===== config.mk =====
export PLATFORM = sky130hd
export DESIGN_NAME = controle_escrita_banco
export DESIGN_NICKNAME = d
export VERILOG_FILES = /design/src/rtl/controle_escrita_banco.sv
export SDC_FILE = /design/constraint.sdc
export NUM_CORES = 1
export LEC_CHECK = 0
export BUFFER_PORTS_ARGS = -buffer_cell sky130_fd_sc_hd__buf_2
export CAP_MARGIN = 15
export CORE_MARGIN = 8
export CORE_UTILIZATION = 40
export DETAILED_ROUTE_END_ITERATION = 8
export PLACE_DENSITY = 0.7
export SKIP_CTS_REPAIR_TIMING = 1
export SLEW_MARGIN = 40
export SYNTH_ARGS = -nofsm -noshare
export SYNTH_HDL_FRONTEND = slang
export SYNTH_SLANG_ARGS = --single-unit

===== constraint.sdc =====
create_clock -name clk -period 1.6 [get_ports clk]
set_input_delay 0.32 -clock clk [delete_from_list [all_inputs] [get_ports clk]]
set_output_delay 0.32 -clock clk [all_outputs]
set_load 0.01 [all_outputs]

===== src/rtl/controle_escrita_banco.sv =====
// Register-bank write-port owner: round-robin writeback arbiter,
// one-cycle registered write stage and a pending-write scoreboard.
module controle_escrita_banco #(
  parameter int LARGURA     = 32,
  parameter int LARGURA_END = 5
) (
  input  logic                     clk,
  input  logic                     rst_n,
  input  logic                     valido_a,
  input  logic [LARGURA_END-1:0]   destino_a,
  input  logic [LARGURA-1:0]       dado_a,
  output logic                     pronto_a,
  input  logic                     valido_b,
  input  logic [LARGURA_END-1:0]   destino_b,
  input  logic [LARGURA-1:0]       dado_b,
  output logic                     pronto_b,
  input  logic                     reserva,
  input  logic [LARGURA_END-1:0]   reserva_reg,
  output logic                     escrita,
  output logic [LARGURA_END-1:0]   destino,
  output logic [LARGURA-1:0]       dado_entrada,
  output logic [(1<<LARGURA_END)-1:0] pendente
);

  localparam int NREG = 1 << LARGURA_END;

  typedef enum logic {
    SRC_A = 1'b0,
    SRC_B = 1'b1
  } fonte_t;

  fonte_t ultimo_q;
  fonte_t ultimo_d;

  logic                   xfer;
  logic [LARGURA_END-1:0] sel_dest;
  logic [LARGURA-1:0]     sel_dado;
  logic [NREG-1:0]        pend_d;

  always_ff @(posedge clk or negedge rst_n) begin
    if (!rst_n) begin
      ultimo_q <= SRC_B;
    end else begin
      ultimo_q <= ultimo_d;
    end
  end

  // The loser of a contention keeps its request, so it wins next time.
  always_comb begin
    pronto_a = 1'b0;
    pronto_b = 1'b0;
    ultimo_d = ultimo_q;
    sel_dest = destino_a;
    sel_dado = dado_a;
    unique case (1'b1)
      (valido_a && valido_b): begin
        if (ultimo_q == SRC_B) begin
          pronto_a = 1'b1;
        end else begin
          pronto_b = 1'b1;
        end
      end
      (valido_a && !valido_b): pronto_a = 1'b1;
      (!valido_a && valido_b): pronto_b = 1'b1;
      default: ;
    endcase
    if (pronto_a) begin
      ultimo_d = SRC_A;
    end else if (pronto_b) begin
      ultimo_d = SRC_B;
      sel_dest = destino_b;
      sel_dado = dado_b;
    end
  end

  assign xfer = pronto_a | pronto_b;

  always_ff @(posedge clk or negedge rst_n) begin
    if (!rst_n) begin
      escrita      <= 1'b0;
      destino      <= '0;
      dado_entrada <= '0;
    end else if (xfer) begin
      escrita      <= (sel_dest != '0);
      destino      <= sel_dest;
      dado_entrada <= sel_dado;
    end else begin
      escrita      <= 1'b0;
    end
  end

  // A new reservation beats the commit of an older producer.
  always_comb begin
    pend_d = pendente;
    for (int i = 1; i < NREG; i++) begin
      if (reserva && reserva_reg == LARGURA_END'(i)) begin
        pend_d[i] = 1'b1;
      end else if (escrita && destino == LARGURA_END'(i)) begin
        pend_d[i] = 1'b0;
      end
    end
    pend_d[0] = 1'b0;
  end

  always_ff @(posedge clk or negedge rst_n) begin
    if (!rst_n) begin
      pendente <= '0;
    end else begin
      pendente <= pend_d;
    end
  end

endmodule


* Word-level counts from Yosys, hierarchy flattened
Index checks and enable logic that the tools add are counted.
** Storage, ports and cells
- Register bits :: 70
- Input bits :: 84
- Output and inout bits :: 72
- Word-level logic and storage cells :: 271
** Cells by class
- Equal/unequal tests :: 62
- Muxes and demuxes :: 73
- Bitwise gates (word level) :: 1
- Reductions and logical operators :: 100
** Operators with widths (number)
- == test 5 bit (second input constant) :: 32
- == test 5 x 4 -> 1 bit (second input constant) :: 16
- two-way mux 1 bit :: 67
- logical AND 1 bit :: 65
- two-way mux 32 bit :: 2
- nonzero test 2 bit :: 32
- == test 5 x 3 -> 1 bit (second input constant) :: 8
- == test 5 x 2 -> 1 bit (second input constant) :: 4
- == test 5 x 1 -> 1 bit (second input constant) :: 2
- two-way mux 5 bit :: 2
- nonzero test 5 bit :: 1
- one-hot mux 1 bit (2 select lines) :: 2
- zero test 1 bit :: 2
- OR 1 bit :: 1

* Logic depth before layout (Yosys ltp)
Gate-level depths: netlist of run 1.
- Depth after elaboration :: 7
- Gate-level depth with buffers :: 5
- Gate-level depth less buffers :: 3

* Least setup slack after synthesis of run 1
OpenSTA, ideal clock, no wires.
- Path kind :: register to output
- Start :: reg ultimo_q
- End :: out pronto_a
- Data arrival time :: 1.087 ns
- Data required time :: 1.280 ns
- Setup slack :: 0.193 ns
- Stages on the path, launching flop included :: 4
- Cells stage by stage :: dfstp_2 > nand2b_1 > and2_1 > clkbuf_1
** Between the ends
- Longest elaborated chain between the ends :: 2
** RTL lines
- start, declared :: line 32 : fonte_t ultimo_q;
- start signal, assigned :: line 44 : ultimo_q <= ultimo_d;
- two-way mux 1 bit :: line 57 : if (ultimo_q == SRC_B) begin
- one-hot mux 1 bit (2 select lines) :: line 55 : unique case (1'b1)
- end, declared :: line 12 : output logic pronto_a,
Every way passes these cells.

* Final worst setup path of run 1
Ends and elaborated chain as after synthesis.

==> parameters.txt, run 1 <==
Parameter                              Value

Layout
  Layout cell share with drive strength beyond 1 ... approximately two fifths
  Final cell count without fillers ... ~610
  Signed area change from the synthesized netlist to the final layout ... 33.5%
  Final design area excluding fillers ... 0.00456 mm^2
  Net count, final ... between 500 and 600
  Final core area utilization ... 55.2%
  Antenna diode instance count ... 0

Logic synthesis
  Number of library cell types mapped by synthesis ... 29
  Netlist area before placement ... roughly 0.0034 mm^2
  Top-area cell type share of the netlist area ... 50.6%
  Register area share after synthesis ... 51.4%
  Number of warnings printed during yosys synthesis ... 0
  Syn Area/Cell ... between 10 and 15 um^2
  Net count after synthesis ... between 400 and 500
  Number of enable-type register cells in the synthesized netlist ... 0
  Area contributors post-synth ... dfrtp_1 (51%), mux2_1 (8.9%), o22ai_1 (6.8%), o21ai_1 (6.0%), a21oi_1 (5.4%)
  Async SR Flop Fraction ... 100%
  Number of register bits inferred by synthesis ... 70
  Main flop type after synthesis ... dfrtp_1
  Dominant cell type by area after synthesis ... dfrtp_1
  Number of standard cells after synthesis ... 340

Hold path
  Kind of path behind the tightest hold check ... input pin to asynchronous set/reset pin

Timing
  Max-Slew Margin vs Limit ... 62.3%
  Achievable frequency ... ~630 MHz
  Post-route worst hold slack ... -0.902 ps
  Clock skew ... roughly 7 ps
  Crit share post-route ... roughly 100%
  Least-Margin Pin Slew ... about 570 ps
  RSZ-0062 raised after global routing ... true
  Final setup fails ... 0
  Final Hold Violating Endpoints ... 2
  Post-layout minimum cycle time ... 1580 ps
  Count of pins over their slew limit ... 0

Clock tree
  Number of buffers inserted during clock tree synthesis ... 9
  Number of sinks on the clock net ... 70
  Clock root buffer ... clkbuf_8
  H-tree depth reported by CTS ... 3
  Clock-pin slew of the registers on the worst-case setup and hold paths ... ~80 ps
  CTS max path bufs ... 2
  Clock latency reported for the late side of the worst-skew pair ... around 340 ps
  Clock tree from TritonCTS ... built

Power
  Combinational cell fraction of total power ... 32.7%
  Switching pwr ... ~2 mW
  Total power consumption of the routed design ... ~6 mW
  Relative contribution of the clock network to total power ... between 20% and 30%
  Sequential fraction of design power ... between 40 and 50%
  Power per standard cell area ... around 1300 mW/mm^2
  Proportion of total power due to net switching ... 33.8%
  Max rail drop VDD ... 0.408 mV
  Leakage power summed over all cells ... roughly 2.1 nW
  Int Power ... between 3 and 4 mW

Floorplanning
  Placement Rows ... 33
  Effective utilization at floorplan ... between 40% and 50%
  Die Ht ... roughly 110 um
  Number of top-level pins ... 156
  Overall die width ... 108 um
  Floorplan die area ... 0.0117 mm^2
  Core Area ... roughly 0.0083 mm^2

Placement
  HPWL after DPL ... ~8 mm
  Final GP Congestion ... 0.827
  Buffers added on ports ... between 150 and 200
  Inst Count DP ... roughly 600
  Placement-stage cell area ... 0.00434 mm^2

Routing
  Remaining antenna violation count after routing ... 0
  Average wire per standard cell ... around 17 um
  Drt first-iter violations ... about 120
  Post-DR vias/cell ... ~5.5
  Drt drc ... 0
  First-pass iteration count of the detailed router ... 5
  Total number of vias ... roughly 3,300
  Routed wire length ... around 11 mm

GRT
  Global router's overall resource usage ... between 10% and 20%
  Maximum number of pins on one net before global-route repair ... between 70 and 80
  GRT overflow ... 0
  Initial antenna violation count ... 1
  Number of global-route vias before repair ... roughly 3,600
  Wire length of the first global-routing pass ... 17.1 mm

Worst setup path
  Startpoint of the worst register-to-register path ... ultimo_q
  Arrival time worst endpoint ... about 1300 ps
  Critical-path maximum fanout ... 3
  Nature of the critical path startpoint ... flop
  Crit path required time ... 1280 ps
  Crit Path Class ... flop to output pin
  R2R Setup Slk ... 220 ps
  Worst setup path startpoint ... ultimo_q
  CP Capture Type ... output pin

Status
  Violated checks ... negative hold slack
  Run status ... complete, but fails checks

Job
  Max_cap viols ... 0
[path summary, 6_finish.rpt]
check	endpoint	cells after the start
max reg2reg	dado_entrada[24]	5
min	pendente[3]	2
min reg2reg	ultimo_q	2
min in group clk	dado_entrada[20]	3
max in group asynchronous	ultimo_q	2
max	pronto_a	3
[synthesized netlist by cell type (all sizes together) (2+ instances only)]
master / n
clkbuf: 7
or4: 2
nand4b: 3
nand3: 4
a21oi: 37
nor2b: 3
or2: 3
nand2: 7
o22ai: 37
o21ai: 64
dfrtp: 69
nand4: 2
inv: 38
buf: 10
nand4bb: 3
mux2: 37
nand2b: 7
[worst max-delay path, stage by stage (launching register included)]
cell,delay (ps)
dfstp_2,540
nand2b_4,120
and2_4,150
buf_6,100
[per-stage QoR]
stage	setup slack [ps]	setup TNS, ps
5_1_grt	-38.6	-38.6
2_1_floorplan	193	0
3_3_place_gp	171	0
4_1_cts	-67.9	-67.9
3_5_place_dp	195	0
6_report	23.2	0
[layout make-up]
type | count | area (um^2)
Timing Repair Buffer | 168 | 920
Clock inverter | 4 | 47.5
Inverter | 38 | 143
Clock buffer | 11 | 141
Sequential cell | 70 | 1750
Fill cell | 775 | 3700
Tap cell | 105 | 131
Multi-Input combinational cell | 215 | 1420
[flip-flops by register name, summed over array words and instances, names as in the netlist]
signal / cells
dado_entrada: 32
pendente: 31
destino: 5
escrita: 1
ultimo_q: 1
[routing by layer]
layer	GRT usage [%]	routed length [um]
met1	21.5	4360
met2	29.4	5010
met4	5.57	123
met3	6.66	1080
met5	0	10
[power by group through the flow]
| stage | Sequential, mW | Combinational (mW) | Clock, mW |
|---|---|---|---|
| finish | 2.58 | 1.93 | 1.39 |
| CTS | 2.58 | 1.94 | 1.43 |
| global placement | 2.59 | 1.89 | 0 |
| global route | 2.65 | 2.14 | 1.51 |
| detailed placement | 2.61 | 1.94 | 0 |
| floorplan | 2.84 | 0.716 | 0 |
[cell usage in the layout, fill, tap and decap left out, types with 4 or more instances in the layout]
cell type / count
a21oi_1: 37
buf_2: 153
buf_4: 11
clkbuf_8: 10
dfrtp_1: 69
inv_1: 38
mux2_1: 27
mux2_2: 10
nand2_1: 7
nand2b_1: 6
nand3_1: 4
o21ai_0: 23
o21ai_1: 41
o22ai_1: 37
[logic make-up (layout without fill, tap and decap cells)]
group	Yosys count	after routing	share of synthesized area, %
AOI/OAI and AO/OA	140	140	22.0
buffers and inverters	55	221	7.29
DFF	70	70	51.4
muxes	37	37	12.2
other	1	1	0.110
and+or+nand+nor	37	37	7.00
Power figures use the tool's default switching activity.
==> inputs of run 2 (changes only) <==
--- a/config.mk
+++ b/config.mk
@@ -5,10 +5,12 @@
 export SDC_FILE = /design/constraint.sdc
 export NUM_CORES = 1
 export LEC_CHECK = 0
+export ABC_AREA = 1
 export BUFFER_PORTS_ARGS = -buffer_cell sky130_fd_sc_hd__buf_2
 export CAP_MARGIN = 15
 export CORE_MARGIN = 8
 export CORE_UTILIZATION = 40
+export CTS_CLUSTER_SIZE = 40
 export DETAILED_ROUTE_END_ITERATION = 8
 export PLACE_DENSITY = 0.7
 export SKIP_CTS_REPAIR_TIMING = 1
==> run 2 against run 1 <==
Against the previous run:
- the run ends with negative setup slack left
- sequential power is 3% lower
- utilization is 0.35 points higher
- wire length is 4.0% lower
- final cell count is 12% higher
- register-to-register slack worse by 100 ps
- maximum frequency is 2.6% lower
==> parameters.txt, run 2 <==
Parameter                              Value

Layout
  Commonest cells after routing, fill and taps aside ... buf_2 (153), nand2_1 (125), nor2_1 (89)
  Layout cell share with drive strength beyond 1 ... between 30% and 40%
  Reg with most FFs ... dado_entrada
  Multi-input combinational cell area ... 0.00139 mm^2
  Number of fill cells ... 770
  Net count, final ... 657
  Antenna diode instance count ... 0
  Largest registers ... dado_entrada (32), pendente (31), destino (5)
  Final design area excluding fillers ... around 0.0045 mm^2
  Signed area change from the synthesized netlist to the final layout ... 36.3%
  Leading cell type in the layout, fill and taps excluded ... buf_2
  Area taken by flip-flops and latches ... 0.00175 mm^2
  Flip-flop count of the largest register, all copies and words added ... 32

Placement
  Placement-stage cell area ... approximately 0.0042 mm^2
  Buffers added on ports ... roughly 150
  Final GP Congestion ... 0.911
  HPWL after DPL ... between 7 and 8 mm

Power
  Max rail drop VDD ... about 0.52 mV
  Total power consumption of the routed design ... 5.72 mW
  Power per standard cell area ... approximately 1300 mW/mm^2
  Switching pwr ... around 1.9 mW
  Int Power ... a little under 4 mW
  Relative contribution of the clock network to total power ... 28.0%
  Combinational cell fraction of total power ... roughly 28%
  Proportion of total power due to net switching ... 32.6%
  Leakage power summed over all cells ... 2.27 nW
  Sequential fraction of design power ... a little over two fifths

Worst setup path
  R2R Setup Slk ... around 120 ps
  Crit path required time ... approximately 1300 ps
  Nature of the critical path startpoint ... flop
  Number of cells on the worst reg-to-reg path ... 6
  Worst path max stage delay ... 570 ps
  Logic depth of the worst path, buffers included ... 5
  Critical path, cell by cell ... nand2_4 -> nand2_4 -> inv_6 -> nor2_4 -> buf_6
  Crit Path Class ... flop to output pin
  Worst Path Buf+Inv ... 2
  Family of cells with the greatest summed delay on the critical path ... flip-flops
  Cell type of the slowest stage on the worst timing path ... dfstp_2
  Worst setup path startpoint ... ultimo_q
  Arrival time worst endpoint ... between 1000 and 1500 ps
  CP most frequent cell ... nand2_4
  Critical-path maximum fanout ... 8
  Endpoint of the worst-slack reg-to-reg timing path ... dado_entrada[28]
  CP Capture Type ... output pin
  Last element of the critical path ... pronto_a
  Startpoint of the worst register-to-register path ... ultimo_q

Floorplanning
  Core Area ... about 0.0081 mm^2
  Overall die width ... around 110 um
  Effective utilization at floorplan ... 40.7%
  Floorplan die area ... 0.0115 mm^2
  Placement Rows ... 33
  Number of top-level pins ... ~160
  Die Ht ... roughly 110 um

Logic synthesis
  Number of library cell types mapped by synthesis ... 19
  Netlist area before placement ... ~0.0033 mm^2
  Syn Area/Cell ... 7.99 um^2
  Async SR Flop Fraction ... between 90% and 100%
  Number of warnings printed during yosys synthesis ... 0
  Dominant cell by count in the synthesized netlist ... nand2_1
  Most instantiated cells after synthesis ... nand2_1 (125), nor2_1 (91), dfrtp_1 (69), o21ai_0 (38), o31ai_1 (25)
  Number of register bits inferred by synthesis ... 70
  Register area share after synthesis ... 52.9%
  Net count after synthesis ... about 500
  Number of enable-type register cells in the synthesized netlist ... 0
  Number of standard cells after synthesis ... 415
  Dominant cell type by area after synthesis ... dfrtp_1
  Top-area cell type share of the netlist area ... 52.1%
  Area contributors post-synth ... dfrtp_1 (52%), nand2_1 (14%), nor2_1 (10%), o21ai_0 (5.7%), o31ai_1 (5.7%)
  Main flop type after synthesis ... dfrtp_1

Job
  Max_cap viols ... 0

Timing
  Clock skew ... 9.67 ps
  Final setup fails ... 1
  Crit share post-route ... 101%
  Final setup margin ... -19.6 ps
  Final Hold Violating Endpoints ... 0
  Post-layout minimum cycle time ... 1620 ps
  Post-route worst hold slack ... 8.75 ps
  Achievable frequency ... approximately 620 MHz
  Count of pins over their slew limit ... 0
  RSZ-0062 raised after global routing ... true

Clock tree
  Number of buffers inserted during clock tree synthesis ... 9
  CTS max path bufs ... 2
  Clock-pin slew of the registers on the worst-case setup and hold paths ... around 80 ps
  Number of sinks on the clock net ... 70
  Clock tree from TritonCTS ... built
  H-tree depth reported by CTS ... 3
  Clock root buffer ... clkbuf_8
  Clock latency reported for the late side of the worst-skew pair ... roughly 330 ps

Status
  Violated checks ... negative setup slack
  Run status ... complete, but fails checks

GRT
  Global router's overall resource usage ... roughly 18%
  GRT overflow ... 0
  Initial antenna violation count ... 0
  Wire length of the first global-routing pass ... 16.5 mm
  Number of global-route vias before repair ... 3,446
  Maximum number of pins on one net before global-route repair ... 71

Routing
  Drt drc ... 0
  Average wire per standard cell ... between 10 and 15 um
  Drt first-iter violations ... between 100 and 150
  Routed wire length ... just over 10 mm
  First-pass iteration count of the detailed router ... 4
  Total number of vias ... between 3,000 and 4,000
  Post-DR vias/cell ... approximately 5
  Remaining antenna violation count after routing ... 0

Hold path
  Kind of path behind the tightest hold check ... input pin to asynchronous set/reset pin
[run 2: metrics by stage]
step                util, %  TNS [ps]  setup slack (ps)  std cells
floorplan                 -         0               200        415
global placement       52.1         0               175        663
detailed placement     52.1         0              85.4        663
CTS                    54.8      -442              -254        678
global route           55.5      -101             -77.3        682
finish                 55.5     -19.6             -19.6        682
[run 2: how the worst min path moves through the flow]
stage	start	endpoint	slack, ps	cells after the start
after floorplan	rst_n	dado_entrada[0]	20	0
after global placement	rst_n	pendente[29]	370	2
after detailed placement	rst_n	pendente[29]	380	2
after CTS	rst_n	pendente[29]	7	2
after global routing	rst_n	pendente[29]	20	2
final	rst_n	pendente[23]	9	2
[run 2: cells by family (layout without fill, tap and decap cells)]
kind of cell / count (synthesis) / count (layout) / synth area share [%]
DFF: 70 / 70 / 52.9
and+or+nand+nor: 226 / 226 / 26.2
buffers and inverters: 44 / 206 / 5.93
other: 1 / 1 / 0.113
AOI/OAI and AO/OA: 74 / 74 / 14.9
[run 2: area by class of cell]
type                    count  area share [%]
multi-input cells         301            30.8
repair buffers            167            20.5
flip-flops and latches     70            38.8
clock buffers              12            3.43
clock inverters             3            1.50
inverters                  24            2.11
well taps                 105            2.91
[run 2: power by group through the flow]
stage / combinational (mW) / clock [mW] / sequential [mW]
after CTS: 1.64 / 1.64 / 2.49
after global placement: 1.59 / 0 / 2.51
after global routing: 1.83 / 1.72 / 2.56
after detailed placement: 1.64 / 0 / 2.52
after floorplan: 0.566 / 0 / 2.72
final: 1.63 / 1.60 / 2.49
[run 2: worst register-to-register path: stages (launching register included)]
cell and delay (ps):
dfstp_2 570, nand2_4 70, nand2_4 100, buf_4 140, buf_12 180, nor2_1 90, o31ai_2 240
[run 2: layer usage]
layer | track usage [%] | up-vias | part of all wire, %
met3 | 6.12 | 19 | 9.1
met2 | 28.7 | 139 | 47
met5 | 0 | - | 0
met4 | 7.64 | 0 | 2.3
li1 | - | 1637 | -
met1 | 21.0 | 1523 | 42
